`src/rtl/rs170_pkg.sv`:
```
// Shared definitions for the RS170 interlaced timing controller: lock-state
// encoding, default raster constants and a span helper for parameterised builds.
package rs170_pkg;

    typedef enum logic [1:0] {
        UNLOCKED    = 2'd0,
        WAIT_ORIGIN = 2'd1,
        LOCKED      = 2'd2
    } lock_state_t;

    localparam int DEF_H_ACTIVE = 640;
    localparam int DEF_H_FP     = 16;
    localparam int DEF_H_SYNC   = 96;
    localparam int DEF_H_BP     = 48;
    localparam int DEF_V_ACTIVE = 240;
    localparam int DEF_V_FP     = 3;
    localparam int DEF_V_SYNC   = 3;
    localparam int DEF_V_BP     = 16;

    localparam int H_TOTAL  = DEF_H_ACTIVE + DEF_H_FP + DEF_H_SYNC + DEF_H_BP;
    localparam int V_TOTAL0 = DEF_V_ACTIVE + DEF_V_FP + DEF_V_SYNC + DEF_V_BP;
    localparam int V_TOTAL1 = V_TOTAL0 + 1;

    localparam int HS_START = DEF_H_ACTIVE + DEF_H_FP;
    localparam int HS_END   = HS_START + DEF_H_SYNC;
    localparam int VS_START = DEF_V_ACTIVE + DEF_V_FP;
    localparam int VS_END   = VS_START + DEF_V_SYNC;

    function automatic int span(input int active, input int fp, input int sync, input int bp);
        return active + fp + sync + bp;
    endfunction

endpackage

```
`src/rtl/rs170_raster_cnt.sv`:
```
// Horizontal/vertical/field counters with region decode for the RS170 raster.
// With RS170_TEST_PATTERN_EN defined it also reports the colour-bar index.
module rs170_raster_cnt
    import rs170_pkg::*;
#(
    parameter int H_ACTIVE = DEF_H_ACTIVE,
    parameter int H_FP     = DEF_H_FP,
    parameter int H_SYNC   = DEF_H_SYNC,
    parameter int H_BP     = DEF_H_BP,
    parameter int V_ACTIVE = DEF_V_ACTIVE,
    parameter int V_FP     = DEF_V_FP,
    parameter int V_SYNC   = DEF_V_SYNC,
    parameter int V_BP     = DEF_V_BP,
    parameter int HW       = 10,
    parameter int VW       = 9
) (
    input  logic       clk,
    input  logic       rst,
    input  logic       enable,
    output logic       field,
    output logic       active,
    output logic       origin,
    output logic       hsync,
    output logic       vsync
`ifdef RS170_TEST_PATTERN_EN
    ,
    output logic [2:0] bar
`endif
);

    localparam int LINE_LEN = span(H_ACTIVE, H_FP, H_SYNC, H_BP);

    localparam logic [HW-1:0] H_LAST = HW'(LINE_LEN - 1);
    localparam logic [HW-1:0] H_ACT  = HW'(H_ACTIVE);
    localparam logic [HW-1:0] HS_LO  = HW'(H_ACTIVE + H_FP);
    localparam logic [HW-1:0] HS_HI  = HW'(H_ACTIVE + H_FP + H_SYNC);
    localparam logic [HW-1:0] H_HALF = HW'(LINE_LEN / 2);

    localparam logic [VW-1:0] V_LAST0 = VW'(span(V_ACTIVE, V_FP, V_SYNC, V_BP) - 1);
    localparam logic [VW-1:0] V_LAST1 = VW'(span(V_ACTIVE, V_FP, V_SYNC, V_BP + 1) - 1);
    localparam logic [VW-1:0] V_ACT   = VW'(V_ACTIVE);
    localparam logic [VW-1:0] VS_LO   = VW'(V_ACTIVE + V_FP);
    localparam logic [VW-1:0] VS_HI   = VW'(V_ACTIVE + V_FP + V_SYNC);

    logic [HW-1:0] h_cnt;
    logic [VW-1:0] v_cnt;
    logic          h_wrap;
    logic          v_wrap;

    assign h_wrap = (h_cnt == H_LAST);
    assign v_wrap = (v_cnt == (field ? V_LAST1 : V_LAST0));

    always_ff @(posedge clk) begin
        if (rst || !enable) begin
            h_cnt <= '0;
            v_cnt <= '0;
            field <= 1'b0;
        end else if (h_wrap) begin
            h_cnt <= '0;
            if (v_wrap) begin
                v_cnt <= '0;
                field <= ~field;
            end else begin
                v_cnt <= v_cnt + VW'(1);
            end
        end else begin
            h_cnt <= h_cnt + HW'(1);
        end
    end

    assign active = (h_cnt < H_ACT) && (v_cnt < V_ACT);
    assign origin = (h_cnt == '0) && (v_cnt == '0) && !field;
    assign hsync  = (h_cnt >= HS_LO) && (h_cnt < HS_HI);

    // Field 1 vsync edges sit half a line late to give the interlace offset.
    always_comb begin
        if (field) begin
            vsync = ((v_cnt > VS_LO) || ((v_cnt == VS_LO) && (h_cnt >= H_HALF))) &&
                    ((v_cnt < VS_HI) || ((v_cnt == VS_HI) && (h_cnt < H_HALF)));
        end else begin
            vsync = (v_cnt >= VS_LO) && (v_cnt < VS_HI);
        end
    end

`ifdef RS170_TEST_PATTERN_EN
    assign bar = 3'((int'(h_cnt) * 8) / H_ACTIVE);
`endif

endmodule

```
`src/rtl/rs170_timing_ctrl.sv`:
```
// RS170 interlaced timing generator feeding the DDR output stage from an AXI4-Stream
// pixel source. Optional colour-bar source is built in with RS170_TEST_PATTERN_EN.
//
// state       | meaning
// UNLOCKED    | hunting for a start-of-frame beat, non-SOF beats are dropped
// WAIT_ORIGIN | SOF beat held by the source until raster pixel (0,0) of field 0
// LOCKED      | one beat consumed per active pixel
module rs170_timing_ctrl
    import rs170_pkg::*;
#(
    parameter int AXIS_DATA_WIDTH = 16,
    parameter int H_ACTIVE        = DEF_H_ACTIVE,
    parameter int H_FP            = DEF_H_FP,
    parameter int H_SYNC          = DEF_H_SYNC,
    parameter int H_BP            = DEF_H_BP,
    parameter int V_ACTIVE        = DEF_V_ACTIVE,
    parameter int V_FP            = DEF_V_FP,
    parameter int V_SYNC          = DEF_V_SYNC,
    parameter int V_BP            = DEF_V_BP,
    parameter logic [AXIS_DATA_WIDTH-1:0] BLANK_VALUE = '0
) (
    input  logic                       i_pclk,
    input  logic                       i_rst,
    input  logic                       i_enable,
    input  logic [AXIS_DATA_WIDTH-1:0] s_axis_tdata,
    input  logic                       s_axis_tvalid,
    output logic                       s_axis_tready,
    input  logic                       s_axis_tuser,
`ifdef RS170_TEST_PATTERN_EN
    input  logic                       i_pattern_sel,
`endif
    output logic                       o_vsync,
    output logic                       o_hsync,
    output logic                       o_blank,
    output logic                       o_field,
    output logic [AXIS_DATA_WIDTH-1:0] o_data,
    output logic                       o_locked,
    output logic                       o_underflow,
    output logic                       o_frame_start
);

    localparam int HW = $clog2(span(H_ACTIVE, H_FP, H_SYNC, H_BP));
    localparam int VW = $clog2(span(V_ACTIVE, V_FP, V_SYNC, V_BP + 1));

    lock_state_t                state;
    lock_state_t                state_nxt;
    logic                       run;
    logic                       field;
    logic                       active;
    logic                       origin;
    logic                       hsync;
    logic                       vsync;
    logic                       tready;
    logic                       underflow;
    logic [AXIS_DATA_WIDTH-1:0] data_nxt;

`ifdef RS170_TEST_PATTERN_EN
    logic [2:0]                 bar;
    logic [AXIS_DATA_WIDTH-1:0] pattern;

    always_comb begin
        pattern = '0;
        for (int i = 0; i < AXIS_DATA_WIDTH; i++) begin
            pattern[i] = bar[i % 3];
        end
    end
`endif

    rs170_raster_cnt #(
        .H_ACTIVE (H_ACTIVE),
        .H_FP     (H_FP),
        .H_SYNC   (H_SYNC),
        .H_BP     (H_BP),
        .V_ACTIVE (V_ACTIVE),
        .V_FP     (V_FP),
        .V_SYNC   (V_SYNC),
        .V_BP     (V_BP),
        .HW       (HW),
        .VW       (VW)
    ) u_raster (
        .clk    (i_pclk),
        .rst    (i_rst),
        .enable (i_enable),
        .field  (field),
        .active (active),
        .origin (origin),
        .hsync  (hsync),
        .vsync  (vsync)
`ifdef RS170_TEST_PATTERN_EN
        ,
        .bar    (bar)
`endif
    );

    assign run = i_enable && !i_rst;

    always_comb begin
        state_nxt = state;
        tready    = 1'b0;
        underflow = 1'b0;
        data_nxt  = BLANK_VALUE;
        if (!run) begin
            state_nxt = UNLOCKED;
`ifdef RS170_TEST_PATTERN_EN
        end else if (i_pattern_sel) begin
            state_nxt = UNLOCKED;
            if (active) begin
                data_nxt = pattern;
            end
`endif
        end else begin
            unique case (state)
                UNLOCKED: begin
                    if (s_axis_tvalid && s_axis_tuser) begin
                        state_nxt = WAIT_ORIGIN;
                    end else begin
                        tready = 1'b1;
                    end
                end
                // The SOF beat is taken on the origin pixel itself so it lands at (0,0).
                WAIT_ORIGIN: begin
                    if (origin && s_axis_tvalid) begin
                        if (s_axis_tuser) begin
                            tready    = 1'b1;
                            data_nxt  = s_axis_tdata;
                            state_nxt = LOCKED;
                        end else begin
                            state_nxt = UNLOCKED;
                        end
                    end
                end
                LOCKED: begin
                    if (active) begin
                        if (!s_axis_tvalid) begin
                            tready    = 1'b1;
                            underflow = 1'b1;
                            state_nxt = UNLOCKED;
                        end else if (s_axis_tuser && !origin) begin
                            state_nxt = WAIT_ORIGIN;
                        end else begin
                            tready   = 1'b1;
                            data_nxt = s_axis_tdata;
                        end
                    end
                end
                default: state_nxt = UNLOCKED;
            endcase
        end
    end

    always_ff @(posedge i_pclk) begin
        if (!run) begin
            state         <= UNLOCKED;
            o_vsync       <= 1'b0;
            o_hsync       <= 1'b0;
            o_blank       <= 1'b1;
            o_field       <= 1'b0;
            o_data        <= BLANK_VALUE;
            o_underflow   <= 1'b0;
            o_frame_start <= 1'b0;
        end else begin
            state         <= state_nxt;
            o_vsync       <= vsync;
            o_hsync       <= hsync;
            o_blank       <= !active;
            o_field       <= field;
            o_data        <= data_nxt;
            o_underflow   <= underflow;
            o_frame_start <= origin;
        end
    end

    assign o_locked      = (state == LOCKED);
    assign s_axis_tready = tready;

endmodule
```
`config.mk`:
```
export PLATFORM = sky130hd
export DESIGN_NAME = rs170_timing_ctrl
export DESIGN_NICKNAME = d
export VERILOG_FILES = /design/src/rtl/rs170_pkg.sv /design/src/rtl/rs170_raster_cnt.sv /design/src/rtl/rs170_timing_ctrl.sv
export SDC_FILE = /design/constraint.sdc
export NUM_CORES = 1
export LEC_CHECK = 0
export BUFFER_PORTS_ARGS = -buffer_cell sky130_fd_sc_hd__buf_2
export CAP_MARGIN = 10
export CORE_MARGIN = 2
export CORE_UTILIZATION = 45
export CTS_BUF_LIST = sky130_fd_sc_hd__clkbuf_4
export CTS_CLUSTER_DIAMETER = 40
export DETAILED_ROUTE_END_ITERATION = 8
export PLACE_DENSITY = 0.7
export SLEW_MARGIN = 40
export SYNTH_ARGS = -nofsm -noshare
export SYNTH_HDL_FRONTEND = slang
export SYNTH_SLANG_ARGS = --single-unit
```
`constraint.sdc`:
```
create_clock -name i_pclk -period 4.83 [get_ports i_pclk]
set_input_delay 0.2415 -clock i_pclk [delete_from_list [all_inputs] [get_ports i_pclk]]
set_output_delay 0.2415 -clock i_pclk [all_outputs]
set_load 0.02 [all_outputs]
```
==> flow_summary.toml, run 1 <==
[cells_and_area]
diodes = 0
final_util = 0.557
area_delta_synth_final_pct = 16.7
fin_nets = 286
fillCellCount = 372
layout-drive-gt1-share = 0.222

[power]
power_density_mw_per_mm2 = 278
seqPwrFrac = 0.580
p_int_uw = 489
power.share.clock = 0.372
ir_drop_mv = 0.184
power.total_uw = 633
leakage_nw = 0.959
switching_share = 0.227
p_switching_uw = 143
combPwrFrac = 0.048

[clock_tree]
cts_resized = 0
numCtsBuffers = 5
root_buffer = "clkbuf_4"
post_cts_buffers = 0
postCtsHoldBufs = 0
cts_tree = "done"
htreeDepth = 2
clk_path_buf_depth = 2
clock-sinks = 44
clkLatencyLatePin_ns = 0.36
clk_pin_slew_ns = 0.14

[detailed_routing]
drtPass1Iterations = 4
routed_wirelength_um = 3810
wl_per_cell_um = 12.4
drt_iter0_markers = 93
ant_nets = 0
vias = 1607
drc = 0
routed_via_density = 5.23

[synth]
synthesis.nets = 244
synth_cell_types = 39
yosysWarnings = 0
syn-instance-count = 214
ys_ff_latch = 44
synth.cell_area_mm2 = 0.00195
synth.avg_cell_area_um2 = 9.11
ys_seq_area_frac = 0.452

[floorplan]
num_rows = 23
dieWidth_um = 69.8
die_y_um = 69.8
initial_core_util = 0.477
core_mm2 = 0.00409
top_level_ports = 45
die_area_mm2 = 0.00487

[global_routing]
grt_pass1_vias = 1450
grt_usage = 0.165
grt_first_pass_wirelength_um = 6550
antenna_found_initial = 0
grt_max_degree = 17
grt_overflow = 0

[worst_hold_path]
hold_class = "in2reg"
min_from = "s_axis_tdata[10]"
min_to = "o_data[10]"
holdPathStages = 2

[run_status]
status = "finished, final reports clean"

[setup_path]
max_stage_delay_ns = 0.59
cp_max_fo = 6
rr_worst_depth = 5
critical_path_class = "reg2out"
cp_data_required_time_ns = 4.59
critPathBufInv = 1
regToRegSetupSlack_ns = 2.75
crit_chain = "or4_4, nor4_4, a21oi_1, nor4_1, buf_2"
setup.worst_path.end_class = "output pin"
start_kind = "flip-flop"
critPathTopFamily = "simple AND/OR/NAND/NOR gates"
cp_data_arrival_time_ns = 2.11
slowest_stage = "or4_4"
rr_startpoint = "u_raster.v_cnt[4]"
worstReg2RegEnd = "o_data[9]"

[placed_design]
port_buffers = 44
gp_congestion = 0.793
place_hpwl_um = 2760

[timing]
max_freq_mhz = 426
fin_skew_ns = 0.00752
fin_crit_sh = 0.487
period_needed_ns = 2.35
fin_tns_setup_ns = 0
tightest_slew_ns = 0.803
hold_violations = 0
slew_violations = 0
relSlewSlack = 0.460
rsz0062_at_grt = "no"
setup_viol = 0

[job]
cap_viol_max_count = 0
worst reg2reg max path, stage by stage, from the launching register on:
cell	delay, ns
dfxtp_1	0.38
or4_4	0.59
nor4_4	0.28
o211ai_1	0.15
a21oi_2	0.43
and2_1	0.20
power by group through the flow:
stage | Sequential [mW] | Clock [mW] | Combinational [mW]
finish | 0.367 | 0.236 | 0.0302
global route | 0.367 | 0.259 | 0.0339
CTS | 0.367 | 0.245 | 0.0303
detailed placement | 0.375 | 0 | 0.0301
global placement | 0.375 | 0 | 0.0301
floorplan | 0.376 | 0 | 0.0153
cell usage in the layout (no fill, tap or decap), types with 2 or more instances in the layout:
cell / synthesis / layout
and2_1: 17 / 17
nand3_1: 12 / 12
clkbuf_4: 0 / 5
nor3_1: 3 / 3
nor2_1: 26 / 26
buf_2: 0 / 44
or3_1: 3 / 3
o21ai_0: 3 / 3
nand2_1: 13 / 13
a21oi_1: 3 / 3
and4_1: 2 / 2
a211oi_1: 2 / 2
nand4_1: 5 / 5
nor4b_1: 2 / 2
nand4b_1: 2 / 2
dfxtp_1: 44 / 44
mux2i_1: 2 / 2
xnor2_1: 5 / 5
nand2b_1: 4 / 4
nor4_1: 5 / 5
ha_1: 9 / 9
and3_1: 6 / 6
inv_1: 10 / 10
xor2_1: 12 / 12
worst max-delay path by stage:
stage                            from       endpoint  slack [ns]  cells after the start
floorplan           u_raster.v_cnt[4]  s_axis_tready        2.73                      4
global placement    u_raster.v_cnt[4]     o_data[13]        2.77                      5
detailed placement  u_raster.v_cnt[4]      o_data[9]        2.74                      5
CTS                 u_raster.v_cnt[4]  s_axis_tready        2.45                      5
global route        u_raster.v_cnt[4]  s_axis_tready        2.39                      5
finish              u_raster.v_cnt[4]  s_axis_tready        2.48                      5
cell usage after synthesis, drive strengths merged:
cell type | number | area share
buf | 1 | 0.0058
xnor2 | 5 | 0.022
o21ai | 4 | 0.010
nor4 | 6 | 0.027
and4 | 2 | 0.0090
mux2i | 2 | 0.010
a221oi | 1 | 0.0045
clkbuf | 8 | 0.015
or2 | 1 | 0.0032
mux2 | 1 | 0.0058
nand2b | 4 | 0.013
ha | 9 | 0.058
nor2b | 1 | 0.0032
o211ai | 1 | 0.0039
xor2 | 12 | 0.054
nand3 | 12 | 0.031
nand4b | 2 | 0.0090
and3 | 6 | 0.019
a211oi | 2 | 0.0077
dfxtp | 44 | 0.45
inv | 10 | 0.019
nand2 | 13 | 0.025
or4 | 1 | 0.0058
a2111o | 1 | 0.0058
nor3b | 1 | 0.0039
nor4b | 2 | 0.0090
o22ai | 1 | 0.0032
or3 | 3 | 0.0096
nor3 | 3 | 0.0077
nand4 | 5 | 0.016
a311oi | 1 | 0.0045
nor2 | 26 | 0.050
and2 | 17 | 0.055
o21a | 1 | 0.0039
a21oi | 4 | 0.012
nand4bb | 1 | 0.0058
routing by layer:
| metal | GRT usage | vias up | part of all wire |
|---|---|---|---|
| met5 | 0 | - | 0 |
| li1 | - | 811 | - |
| met4 | 0.0705 | 0 | 0.020 |
| met1 | 0.214 | 739 | 0.47 |
| met3 | 0.0523 | 6 | 0.067 |
| met2 | 0.254 | 51 | 0.45 |
flip-flops by register name, summed over array words and instances (netlist names), 2 cells and up:
signal,count
state,2
u_raster.h_cnt,10
o_data,16
u_raster.v_cnt,9
stage by stage:
stage	setup WS, ns	instances	hold slack (ns)	instance area (um2)
final	2.48	307	0.0620	2270
after global routing	2.39	307	0.0302	2270
after CTS	2.45	307	0.0449	2270
after detailed placement	2.74	299	0.444	2190
after global placement	2.77	299	0.441	2190
after floorplan	2.73	214	0.318	1950
kinds of logic (layout without fill, tap and decap cells):
| family | after synthesis | in the layout | share of synthesized area |
|---|---|---|---|
| and+or+nand+nor | 106 | 106 | 0.302 |
| DFF | 44 | 44 | 0.452 |
| buffers and inverters | 19 | 62 | 0.0404 |
| xor gates and xnor gates | 17 | 17 | 0.0764 |
| AOI/OAI and AO/OA | 16 | 16 | 0.0558 |
| adders and majority gates | 9 | 9 | 0.0578 |
| muxes | 3 | 3 | 0.0160 |
area by class of cell:
class	instances	area (um2)	share of cell area
timing repair buffer	44	220	0.0968
sequential	44	881	0.387
multi-input combinational	151	990	0.435
inverter	10	37.5	0.0165
tap	50	62.6	0.0275
clock buffer	5	37.5	0.0165
clock inverter	3	46.3	0.0204
(Power assumes the default switching activity.)
==> run 2: changes to the inputs <==
- clock period: 4.83 -> 2.2 ns (I/O delays scaled with it)
==> flow_summary.toml, run 2 (synthesis gave the netlist of run 1 again) <==
[floorplan]
num_rows = 23
top_level_ports = 45
die_y_um = 69.8
initial_core_util = 0.477
die_area_mm2 = 0.00487
dieWidth_um = 69.8
core_mm2 = 0.00409

[clock_tree]
clock-sinks = 44
clkLatencyLatePin_ns = 0.36
root_buffer = "clkbuf_4"
htreeDepth = 2
numCtsBuffers = 5
cts_tree = "done"
clk_path_buf_depth = 2
clk_pin_slew_ns = 0.14

[setup_path]
cp_max_fo = 6
cp_data_required_time_ns = 2.09
critical_path_class = "reg2out"
start_kind = "flip-flop"
cp_data_arrival_time_ns = 1.96
setup.worst_path.end_class = "output pin"
rr_startpoint = "u_raster.h_cnt[0]"
regToRegSetupSlack_ns = 0.20
rr_worst_depth = 7
worstReg2RegEnd = "state[1]"

[cells_and_area]
mostFrequentLayoutCell = "buf_2"
diodes = 0
final_cell_mix = "44 x buf_2, 42 x dfxtp_1, 26 x nor2_1"
fin_nets = 310
layout-drive-gt1-share = 0.238
fin_cells = 331
top_register = "o_data"
reg_top3 = "o_data x16, u_raster.h_cnt x10, u_raster.v_cnt x9"
largest_register_ffs = 16
area_delta_synth_final_pct = 28.6

[placed_design]
port_buffers = 44
gp_congestion = 0.799
place_hpwl_um = 2790
place_inst = 306

[timing]
tightest_slew_ns = 0.487
hold_violations = 0
max_freq_mhz = 482
period_needed_ns = 2.07
setup_viol = 0
fin_tns_setup_ns = 0
rsz0062_at_grt = "no"
relSlewSlack = 0.676
fin_skew_ns = 0.00970
whs_ns = 0.0297
slew_violations = 0
fin_crit_sh = 0.942

[worst_hold_path]
holdPathStages = 3
hold_class = "in2reg"
min_to = "state[1]"
min_from = "s_axis_tuser"

[global_routing]
grt_pass1_vias = 1528
grt_max_degree = 17
grt_usage = 0.180
grt_overflow = 0
antenna_found_initial = 0
grt_first_pass_wirelength_um = 7020

[power]
power_density_mw_per_mm2 = 565
leakage_nw = 1.07
power.total_mw = 1.42
ir_drop_mv = 0.395

[detailed_routing]
vias = 1635
wl_per_cell_um = 12.6
ant_nets = 0
routed_via_density = 4.94
drc = 0
routed_wirelength_um = 4170
drt_iter0_markers = 87
drtPass1Iterations = 4

[job]
cap_viol_max_count = 0

[run_status]
status = "finished, final reports clean"
run 2: cell type report:
class / count / area [um2]
inverters: 10 / 37.5
fillers: 371 / 1580
clock inverters: 3 / 47.5
repair buffers: 68 / 443
well taps: 50 / 62.6
clock buffers: 5 / 37.5
multi-input cells: 151 / 995
flip-flops and latches: 44 / 883
run 2: stage by stage:
| step | area (um2) | setup WS, ns | util |
|---|---|---|---|
| floorplan | 1950 | 0.233 | - |
| global placement | 2240 | 0.188 | 0.549 |
| detailed placement | 2240 | 0.135 | 0.549 |
| CTS | 2500 | 0.0192 | 0.612 |
| global route | 2510 | 0.00163 | 0.613 |
| finish | 2510 | 0.127 | 0.613 |
run 2: power by group:
group	leakage (nW)	switching, mW	internal, mW	total, mW
sequential	0.356	0.00361	0.802	0.805
clock	0.0454	0.275	0.243	0.518
combinational	0.668	0.0407	0.0516	0.0923
run 2: critical path, cell delays in order, from the launching register on:
cell and delay [ns]:
dfxtp_2 0.38, or4_4 0.57, nor4_4 0.19, a21oi_1 0.11
nor4_1 0.15, buf_2 0.20
run 2: how the worst max path moves through the flow:
stage / startpoint / to / cells after the start
after global placement: u_raster.v_cnt[4] / o_data[13] / 5
after global routing: u_raster.h_cnt[0] / s_axis_tready / 7
after CTS: u_raster.v_cnt[4] / s_axis_tready / 5
final: u_raster.v_cnt[4] / s_axis_tready / 5
after detailed placement: u_raster.v_cnt[4] / o_data[0] / 5
after floorplan: u_raster.v_cnt[4] / s_axis_tready / 4
run 2: what timing repair did:
action | in CTS | in global routing
setup endpoints to repair | 1 | 5
endpoints found under the hold margin | 17 | 0
pin swaps | 0 | 1
resized for setup | 1 | 2
setup buffers | 0 | 0
hold buffers | 17 | 0
run 2: per-layer routing:
metal	track usage	vias to the layer above	routed length (um)
li1	-	856	-
met1	0.217	727	1880
met2	0.313	46	2000
met3	0.0451	6	230
met4	0.0577	0	61
met5	0	-	0
